`config.mk`:
```
export PLATFORM = sky130hd
export DESIGN_NAME = lsu_axi_master_flat
export DESIGN_NICKNAME = d
export VERILOG_FILES = /design/src/rtl/lsu_axi_master_if.sv /design/src/rtl/lsu_axi_master.sv /design/src/flat_wrapper.sv
export SDC_FILE = /design/constraint.sdc
export NUM_CORES = 1
export LEC_CHECK = 0
export CORE_MARGIN = 3
export CORE_UTILIZATION = 45
export DETAILED_ROUTE_END_ITERATION = 10
export GPL_ROUTABILITY_DRIVEN = 0
export MAX_ROUTING_LAYER = met4
export PLACE_DENSITY = 0.84
export SKIP_CTS_REPAIR_TIMING = 1
export SYNTH_ARGS = -nofsm -noshare
export SYNTH_HDL_FRONTEND = slang
export SYNTH_SLANG_ARGS = --single-unit
export TNS_END_PERCENT = 100
```
`constraint.sdc`:
```
create_clock -name AXI_ACLK -period 4.15 [get_ports AXI_ACLK]
set_input_delay 0.6225 -clock AXI_ACLK [delete_from_list [all_inputs] [get_ports AXI_ACLK]]
set_output_delay 0.6225 -clock AXI_ACLK [all_outputs]
set_load 0.05 [all_outputs]
```
`src/rtl/lsu_axi_master_if.sv`:
```
// rtl/lsu_axi_master_if.sv - AXI-Lite-style bus bundle between lsu_axi_master and its slave
interface lsu_axi_master_if #(
  parameter int AXI_AWIDTH = 4
);
  logic [AXI_AWIDTH-1:0] AXI_AWADDR;
  logic                  AXI_AWVALID;
  logic                  AXI_AWREADY;
  logic [31:0]           AXI_WDATA;
  logic [3:0]            AXI_WSTRB;
  logic                  AXI_WVALID;
  logic                  AXI_WREADY;
  logic [1:0]            AXI_BRESP;
  logic                  AXI_BVALID;
  logic                  AXI_BREADY;
  logic [AXI_AWIDTH-1:0] AXI_ARADDR;
  logic                  AXI_ARVALID;
  logic                  AXI_ARREADY;
  logic [31:0]           AXI_RDATA;
  logic [1:0]            AXI_RRESP;
  logic                  AXI_RVALID;
  logic                  AXI_RREADY;

  modport master (
    output AXI_AWADDR, AXI_AWVALID, AXI_WDATA, AXI_WSTRB, AXI_WVALID, AXI_BREADY,
    output AXI_ARADDR, AXI_ARVALID, AXI_RREADY,
    input  AXI_AWREADY, AXI_WREADY, AXI_BRESP, AXI_BVALID,
    input  AXI_ARREADY, AXI_RDATA, AXI_RRESP, AXI_RVALID
  );

  modport slave (
    input  AXI_AWADDR, AXI_AWVALID, AXI_WDATA, AXI_WSTRB, AXI_WVALID, AXI_BREADY,
    input  AXI_ARADDR, AXI_ARVALID, AXI_RREADY,
    output AXI_AWREADY, AXI_WREADY, AXI_BRESP, AXI_BVALID,
    output AXI_ARREADY, AXI_RDATA, AXI_RRESP, AXI_RVALID
  );
endinterface

```
`src/rtl/lsu_axi_master.sv`:
```
// rtl/lsu_axi_master.sv - RV32I load/store unit issuing single-beat AXI-Lite-style transfers
module lsu_axi_master #(
  parameter int AXI_AWIDTH     = 4,
  parameter int TIMEOUT_CYCLES = 255
) (
  input  logic        AXI_ACLK,
  input  logic        AXI_ARESET,
  input  logic        req_valid,
  output logic        req_ready,
  input  logic        req_we,
  input  logic [2:0]  req_funct3,
  input  logic [31:0] req_addr,
  input  logic [31:0] req_wdata,
  output logic        resp_valid,
  output logic [31:0] resp_rdata,
  output logic        resp_err,
  lsu_axi_master_if.master axi
);
  typedef enum logic [2:0] {S_IDLE, S_WRITE, S_WRESP, S_READ, S_RDATA} state_t;

  state_t                r_state, w_state;
  logic                  r_awvalid, w_awvalid, r_wvalid, w_wvalid, r_bready, w_bready;
  logic                  r_arvalid, w_arvalid, r_rready, w_rready;
  logic [AXI_AWIDTH-1:0] r_awaddr, w_awaddr, r_araddr, w_araddr;
  logic [31:0]           r_wdata, w_wdata;
  logic [3:0]            r_wstrb, w_wstrb;
  logic                  r_resp_valid, w_resp_valid, r_resp_err, w_resp_err;
  logic [31:0]           r_resp_rdata, w_resp_rdata;
  logic [2:0]            r_funct3, w_funct3;
  logic [1:0]            r_lo, w_lo;
  logic [15:0]           r_wdog, w_wdog;
  logic [16:0]           w_wdog_inc;
  logic                  w_legal, w_final;
  logic [31:0]           w_st_data, w_rshift_b, w_rshift_h, w_load;
  logic [3:0]            w_st_strb;
  logic                  w_unused;

  assign w_unused = ^req_addr[31:AXI_AWIDTH+2];

  always_comb begin
    case (req_funct3)
      3'b000, 3'b100: w_legal = 1'b1;
      3'b001, 3'b101: w_legal = ~req_addr[0];
      3'b010:         w_legal = (req_addr[1:0] == 2'b00);
      default:        w_legal = 1'b0;
    endcase
  end

  // Narrow stores replicate the datum across the word so the strobe alone picks the lane
  always_comb begin
    w_st_data = req_wdata;
    w_st_strb = 4'b1111;
    case (req_funct3[1:0])
      2'b00: begin
        w_st_data = {4{req_wdata[7:0]}};
        w_st_strb = 4'b0001 << req_addr[1:0];
      end
      2'b01: begin
        w_st_data = {2{req_wdata[15:0]}};
        w_st_strb = 4'b0011 << req_addr[1:0];
      end
      default: begin
      end
    endcase
  end

  assign w_rshift_b = axi.AXI_RDATA >> {r_lo, 3'b000};
  assign w_rshift_h = axi.AXI_RDATA >> {r_lo[1], 4'b0000};

  always_comb begin
    case (r_funct3)
      3'b000:  w_load = {{24{w_rshift_b[7]}}, w_rshift_b[7:0]};
      3'b100:  w_load = {24'd0, w_rshift_b[7:0]};
      3'b001:  w_load = {{16{w_rshift_h[15]}}, w_rshift_h[15:0]};
      3'b101:  w_load = {16'd0, w_rshift_h[15:0]};
      default: w_load = axi.AXI_RDATA;
    endcase
  end

  assign w_wdog_inc = {1'b0, r_wdog} + 17'd1;

  always_comb begin
    w_state      = r_state;
    w_awvalid    = r_awvalid;
    w_wvalid     = r_wvalid;
    w_bready     = r_bready;
    w_arvalid    = r_arvalid;
    w_rready     = r_rready;
    w_awaddr     = r_awaddr;
    w_araddr     = r_araddr;
    w_wdata      = r_wdata;
    w_wstrb      = r_wstrb;
    w_funct3     = r_funct3;
    w_lo         = r_lo;
    w_wdog       = r_wdog;
    w_resp_valid = 1'b0;
    w_resp_err   = 1'b0;
    w_resp_rdata = 32'd0;
    w_final      = 1'b0;
    case (r_state)
      S_IDLE: begin
        if (req_valid) begin
          w_wdog   = 16'd0;
          w_funct3 = req_funct3;
          w_lo     = req_addr[1:0];
          if (!w_legal) begin
            w_resp_valid = 1'b1;
            w_resp_err   = 1'b1;
          end else if (req_we) begin
            w_state   = S_WRITE;
            w_awvalid = 1'b1;
            w_wvalid  = 1'b1;
            w_awaddr  = req_addr[AXI_AWIDTH+1:2];
            w_wdata   = w_st_data;
            w_wstrb   = w_st_strb;
          end else begin
            w_state   = S_READ;
            w_arvalid = 1'b1;
            w_rready  = 1'b1;
            w_araddr  = req_addr[AXI_AWIDTH+1:2];
          end
        end
      end
      S_WRITE: begin
        if (axi.AXI_AWREADY) w_awvalid = 1'b0;
        if (axi.AXI_WREADY)  w_wvalid  = 1'b0;
        if (!w_awvalid && !w_wvalid) begin
          w_state  = S_WRESP;
          w_bready = 1'b1;
        end
      end
      S_WRESP: begin
        if (axi.AXI_BVALID) begin
          w_bready     = 1'b0;
          w_resp_valid = 1'b1;
          w_resp_err   = |axi.AXI_BRESP;
          w_final      = 1'b1;
          w_state      = S_IDLE;
        end
      end
      S_READ: begin
        if (axi.AXI_ARREADY) begin
          w_arvalid = 1'b0;
          w_state   = S_RDATA;
        end
      end
      S_RDATA: begin
        if (axi.AXI_RVALID) begin
          w_rready     = 1'b0;
          w_resp_valid = 1'b1;
          w_resp_err   = |axi.AXI_RRESP;
          w_resp_rdata = (|axi.AXI_RRESP) ? 32'd0 : w_load;
          w_final      = 1'b1;
          w_state      = S_IDLE;
        end
      end
      default: w_state = S_IDLE;
    endcase
    // A completing B/R handshake wins over a watchdog expiry on the same edge
    if (r_state != S_IDLE) begin
      w_wdog = w_wdog_inc[15:0];
      if (!w_final && (w_wdog_inc == 17'(TIMEOUT_CYCLES))) begin
        w_state      = S_IDLE;
        w_awvalid    = 1'b0;
        w_wvalid     = 1'b0;
        w_bready     = 1'b0;
        w_arvalid    = 1'b0;
        w_rready     = 1'b0;
        w_resp_valid = 1'b1;
        w_resp_err   = 1'b1;
        w_resp_rdata = 32'd0;
      end
    end
  end

  always_ff @(posedge AXI_ACLK) begin
    if (AXI_ARESET) begin
      r_state      <= S_IDLE;
      r_awvalid    <= 1'b0;
      r_wvalid     <= 1'b0;
      r_bready     <= 1'b0;
      r_arvalid    <= 1'b0;
      r_rready     <= 1'b0;
      r_awaddr     <= '0;
      r_araddr     <= '0;
      r_wdata      <= 32'd0;
      r_wstrb      <= 4'd0;
      r_funct3     <= 3'd0;
      r_lo         <= 2'd0;
      r_wdog       <= 16'd0;
      r_resp_valid <= 1'b0;
      r_resp_err   <= 1'b0;
      r_resp_rdata <= 32'd0;
    end else begin
      r_state      <= w_state;
      r_awvalid    <= w_awvalid;
      r_wvalid     <= w_wvalid;
      r_bready     <= w_bready;
      r_arvalid    <= w_arvalid;
      r_rready     <= w_rready;
      r_awaddr     <= w_awaddr;
      r_araddr     <= w_araddr;
      r_wdata      <= w_wdata;
      r_wstrb      <= w_wstrb;
      r_funct3     <= w_funct3;
      r_lo         <= w_lo;
      r_wdog       <= w_wdog;
      r_resp_valid <= w_resp_valid;
      r_resp_err   <= w_resp_err;
      r_resp_rdata <= w_resp_rdata;
    end
  end

  assign req_ready       = (r_state == S_IDLE);
  assign resp_valid      = r_resp_valid;
  assign resp_err        = r_resp_err;
  assign resp_rdata      = r_resp_rdata;
  assign axi.AXI_AWADDR  = r_awaddr;
  assign axi.AXI_AWVALID = r_awvalid;
  assign axi.AXI_WDATA   = r_wdata;
  assign axi.AXI_WSTRB   = r_wstrb;
  assign axi.AXI_WVALID  = r_wvalid;
  assign axi.AXI_BREADY  = r_bready;
  assign axi.AXI_ARADDR  = r_araddr;
  assign axi.AXI_ARVALID = r_arvalid;
  assign axi.AXI_RREADY  = r_rready;
endmodule

```
`src/flat_wrapper.sv`:
```
// flat-port wrapper written by rule: the top's interface ports become plain ports
module lsu_axi_master_flat 
#(
  parameter int AXI_AWIDTH     = 4,
  parameter int TIMEOUT_CYCLES = 255
)
  (AXI_ACLK, AXI_ARESET, req_valid, req_ready, req_we, req_funct3, req_addr, req_wdata, resp_valid, resp_rdata, resp_err, axi_AXI_AWADDR, axi_AXI_AWVALID, axi_AXI_WDATA, axi_AXI_WSTRB, axi_AXI_WVALID, axi_AXI_BREADY, axi_AXI_ARADDR, axi_AXI_ARVALID, axi_AXI_RREADY, axi_AXI_AWREADY, axi_AXI_WREADY, axi_AXI_BRESP, axi_AXI_BVALID, axi_AXI_ARREADY, axi_AXI_RDATA, axi_AXI_RRESP, axi_AXI_RVALID);
  lsu_axi_master_if #(.AXI_AWIDTH(AXI_AWIDTH)) axi_i ();
  input  logic AXI_ACLK;
  input  logic AXI_ARESET;
  input  logic req_valid;
  output logic req_ready;
  input  logic req_we;
  input  logic [2:0] req_funct3;
  input  logic [31:0] req_addr;
  input  logic [31:0] req_wdata;
  output logic resp_valid;
  output logic [31:0] resp_rdata;
  output logic resp_err;
  output wire logic [$bits(axi_i.AXI_AWADDR)-1:0] axi_AXI_AWADDR;
  output wire logic [$bits(axi_i.AXI_AWVALID)-1:0] axi_AXI_AWVALID;
  output wire logic [$bits(axi_i.AXI_WDATA)-1:0] axi_AXI_WDATA;
  output wire logic [$bits(axi_i.AXI_WSTRB)-1:0] axi_AXI_WSTRB;
  output wire logic [$bits(axi_i.AXI_WVALID)-1:0] axi_AXI_WVALID;
  output wire logic [$bits(axi_i.AXI_BREADY)-1:0] axi_AXI_BREADY;
  output wire logic [$bits(axi_i.AXI_ARADDR)-1:0] axi_AXI_ARADDR;
  output wire logic [$bits(axi_i.AXI_ARVALID)-1:0] axi_AXI_ARVALID;
  output wire logic [$bits(axi_i.AXI_RREADY)-1:0] axi_AXI_RREADY;
  input wire logic [$bits(axi_i.AXI_AWREADY)-1:0] axi_AXI_AWREADY;
  input wire logic [$bits(axi_i.AXI_WREADY)-1:0] axi_AXI_WREADY;
  input wire logic [$bits(axi_i.AXI_BRESP)-1:0] axi_AXI_BRESP;
  input wire logic [$bits(axi_i.AXI_BVALID)-1:0] axi_AXI_BVALID;
  input wire logic [$bits(axi_i.AXI_ARREADY)-1:0] axi_AXI_ARREADY;
  input wire logic [$bits(axi_i.AXI_RDATA)-1:0] axi_AXI_RDATA;
  input wire logic [$bits(axi_i.AXI_RRESP)-1:0] axi_AXI_RRESP;
  input wire logic [$bits(axi_i.AXI_RVALID)-1:0] axi_AXI_RVALID;
  assign axi_AXI_AWADDR = axi_i.AXI_AWADDR;
  assign axi_AXI_AWVALID = axi_i.AXI_AWVALID;
  assign axi_AXI_WDATA = axi_i.AXI_WDATA;
  assign axi_AXI_WSTRB = axi_i.AXI_WSTRB;
  assign axi_AXI_WVALID = axi_i.AXI_WVALID;
  assign axi_AXI_BREADY = axi_i.AXI_BREADY;
  assign axi_AXI_ARADDR = axi_i.AXI_ARADDR;
  assign axi_AXI_ARVALID = axi_i.AXI_ARVALID;
  assign axi_AXI_RREADY = axi_i.AXI_RREADY;
  assign axi_i.AXI_AWREADY = axi_AXI_AWREADY;
  assign axi_i.AXI_WREADY = axi_AXI_WREADY;
  assign axi_i.AXI_BRESP = axi_AXI_BRESP;
  assign axi_i.AXI_BVALID = axi_AXI_BVALID;
  assign axi_i.AXI_ARREADY = axi_AXI_ARREADY;
  assign axi_i.AXI_RDATA = axi_AXI_RDATA;
  assign axi_i.AXI_RRESP = axi_AXI_RRESP;
  assign axi_i.AXI_RVALID = axi_AXI_RVALID;
  lsu_axi_master #(.AXI_AWIDTH(AXI_AWIDTH), .TIMEOUT_CYCLES(TIMEOUT_CYCLES)) u_core (.AXI_ACLK(AXI_ACLK), .AXI_ARESET(AXI_ARESET), .req_valid(req_valid), .req_ready(req_ready), .req_we(req_we), .req_funct3(req_funct3), .req_addr(req_addr), .req_wdata(req_wdata), .resp_valid(resp_valid), .resp_rdata(resp_rdata), .resp_err(resp_err), .axi(axi_i));
endmodule
```
==> results.toml <==
[run_status]
status = "completed"

[synthesis]
synthCells = 610
synth_cell_types = 59
synth_seq_area_share_pct = 41.7
synth-main-ff-cell = "dfxtp_1"
ys_warn_count = 0
synth_edf_count = 0
ys_ff_latch = 107
netlist_area_sq_um = 5140
avgSynthCellArea_sq_um = 8.43
syn_nets = 724
async_flop_share_pct = 0

[cells_and_area]
fin_nets = 862
stdcell_area_sq_um = 7110
final_common_cell = "clkdlybuf4s50_1"
antennaDiodeCount = 0
final_cell_mix = "168 x clkdlybuf4s50_1, 107 x dfxtp_1, 82 x nand2_1"
nFillCells = 892
final_cells = 893
drive_gt1_share_pct = 7.30
area_delta_synth_final_pct = 38.2
final_core_utilization_pct = 64.7

[worst_setup_path]
path_cells = "or3_1 -> clkinv_4 -> clkdlybuf4s50_1"
worstPathMaxFanout = 24
worstPathRequired_ps = 3530
critical_path.top_delay_family = "buffers and inverters"
crit_slowest_cell = "clkdlybuf4s50_1"
path_buf_inv = 2
arrival_ps = 2550
crit_path_end_kind = "primary output"
start_kind = "flop"
path_class = "reg2out"
slowest_delay_ps = 850

[clock_network]
cts_sinks = 107
clockBufferDepth = 2
clkTransAtPathRegs_ps = 80
cts-root-buf = "clkbuf_16"
clk_latency_ps = 340
numCtsBuffers = 9
cts_tree = "yes"
cts_max_level = 3

[pwr]
irDropWorstVdd_mv = 0.280
power_leakage_nw = 2.54
pwr-share-clk_pct = 36.1
power.internal_mw = 1.75
p_sw_share_pct = 29.2
switchingPower_mw = 0.722
pwr-share-seq_pct = 44.3
power_density_nw_per_um2 = 348
p_comb_share_pct = 19.6

[sta]
rsz0062_at_grt = "no"
hold_viol_final = 0
slew_headroom_pct = 24.5
post-route-min-period_ps = 3180
finalSetupTns_ps = 0
fmax_mhz = 315
drv_slew = 0
worst_pin_slew_ps = 1130
whs_ps = 457
period_share_pct = 76.5
skew_ps = 6.82
finalSetupViolCount = 0

[flow_run]
maxCapViolCount = 0

[routing]
drc_errors = 0
wl_mm = 15.3
drtIter0Drc = 368
post_drt_wl_per_cell_um = 17.2
via_per_inst = 5.76
detail-route-antenna-nets = 0
num_vias = 5140
dr.pass1.iters = 5

[global_route]
antenna_found_initial = 0
grt_busiest_layer = "met2"
met2_usage_pct = 40.8
grt_use_met3_pct = 6.58
grt_pass1_wl_mm = 24.6
met1_usage_pct = 27.2
grt_start_max_net_pins = 77
grt_usage_pct = 24.6
overflow = 0
grt_pass1_vias = 5107

[placement]
portBuffers = 169
place_area_sq_um = 6790
dp_hpwl_mm = 11.1
post-place-cells = 877

[min_path]
hold_class = "reg2reg"

[die]
die_h_um = 113
core_area_sq_um = 11000
fp.dieW_um = 113
io_pins = 196
die_area_sq_um = 12700
start_util_pct = 46.8
rows = 38
==> cells in the mapped netlist, types with 10 or more instances <==
cell type,count,share of area [%]
clkbuf_1,24,1.8
a311oi_2,10,2.9
mux2i_1,21,4.1
nand2_1,82,6.0
o21ai_0,32,3.1
dfxtp_1,107,42
inv_1,25,1.8
a21oi_1,57,5.5
a211oi_1,19,2.8
nor2_1,71,5.2
buf_2,10,0.97
nor3_1,12,1.2
==> layout make-up <==
| cell class | count | area [sq um] | share of cell area [%] |
|---|---|---|---|
| Tap cell | 140 | 175 | 2.47 |
| Sequential cell | 107 | 2140 | 30.1 |
| Clock buffer | 11 | 243 | 3.42 |
| Multi-Input combinational cell | 429 | 2640 | 37.2 |
| Timing Repair Buffer | 174 | 1720 | 24.3 |
| Inverter | 27 | 106 | 1.50 |
| Clock inverter | 5 | 71.3 | 1.00 |
==> registers in the layout, indices dropped and copies added (netlist names), 2 cells and up <==
register and count:
u_core.resp_rdata 32, u_core.r_funct3 3, u_core.axi.AXI_ARADDR 4, u_core.axi.AXI_WSTRB 4, u_core.axi.AXI_WDATA 32, u_core.r_state 3
u_core.axi.AXI_AWADDR 4, u_core.r_lo 2, u_core.r_wdog 16
==> through the flow <==
step	power (mW)	setup WS (ps)
floorplan	1.41	1920
global placement	1.59	1220
detailed placement	1.60	1130
CTS	2.49	985
global route	2.58	853
finish	2.48	974
==> metal layers <==
metal	vias up	part of all wire [%]
li1	2438	-
met1	2432	39
met2	234	49
met3	36	8.7
met4	0	3.5
met5	-	0
==> tightest hold or removal path, cell delays in order, from the launching register on <==
cell	delay, ps
dfxtp_1	310
nand2_1	50
a21oi_1	50
==> cells by family after synthesis <==
group                      count (synthesis)  synth area share, %
AOI/OAI and AO/OA                        167                 21.7
xor gates and xnor gates                   5                0.852
adders and majority gates                  2                0.487
buffers and inverters                     74                 6.91
DFF                                      107                 41.7
muxes                                     29                 7.59
and+or+nand+nor                          226                 20.8
==> path summary, 6_finish.rpt <==
path                                                  to  slack (ps)  cells after the start                startpoint
worst max-delay path                           req_ready         970                      3         u_core.r_state[2]
worst max register to register     u_core.resp_rdata[25]        1350                      5            u_core.r_lo[1]
worst min-delay path            u_core.axi.AXI_AWADDR[1]         460                      2  u_core.axi.AXI_AWADDR[1]
worst min register to register  u_core.axi.AXI_AWADDR[1]         460                      2  u_core.axi.AXI_AWADDR[1]
==> power groups by stage <==
stage | Combinational [mW] | Sequential, mW | Clock, mW
6_report | 0.486 | 1.10 | 0.894
5_1_grt | 0.522 | 1.10 | 0.954
4_1_cts | 0.485 | 1.10 | 0.906
3_5_place_dp | 0.482 | 1.12 | 0
3_3_place_gp | 0.469 | 1.12 | 0
2_1_floorplan | 0.219 | 1.19 | 0
Power figures use the tool's default switching activity.
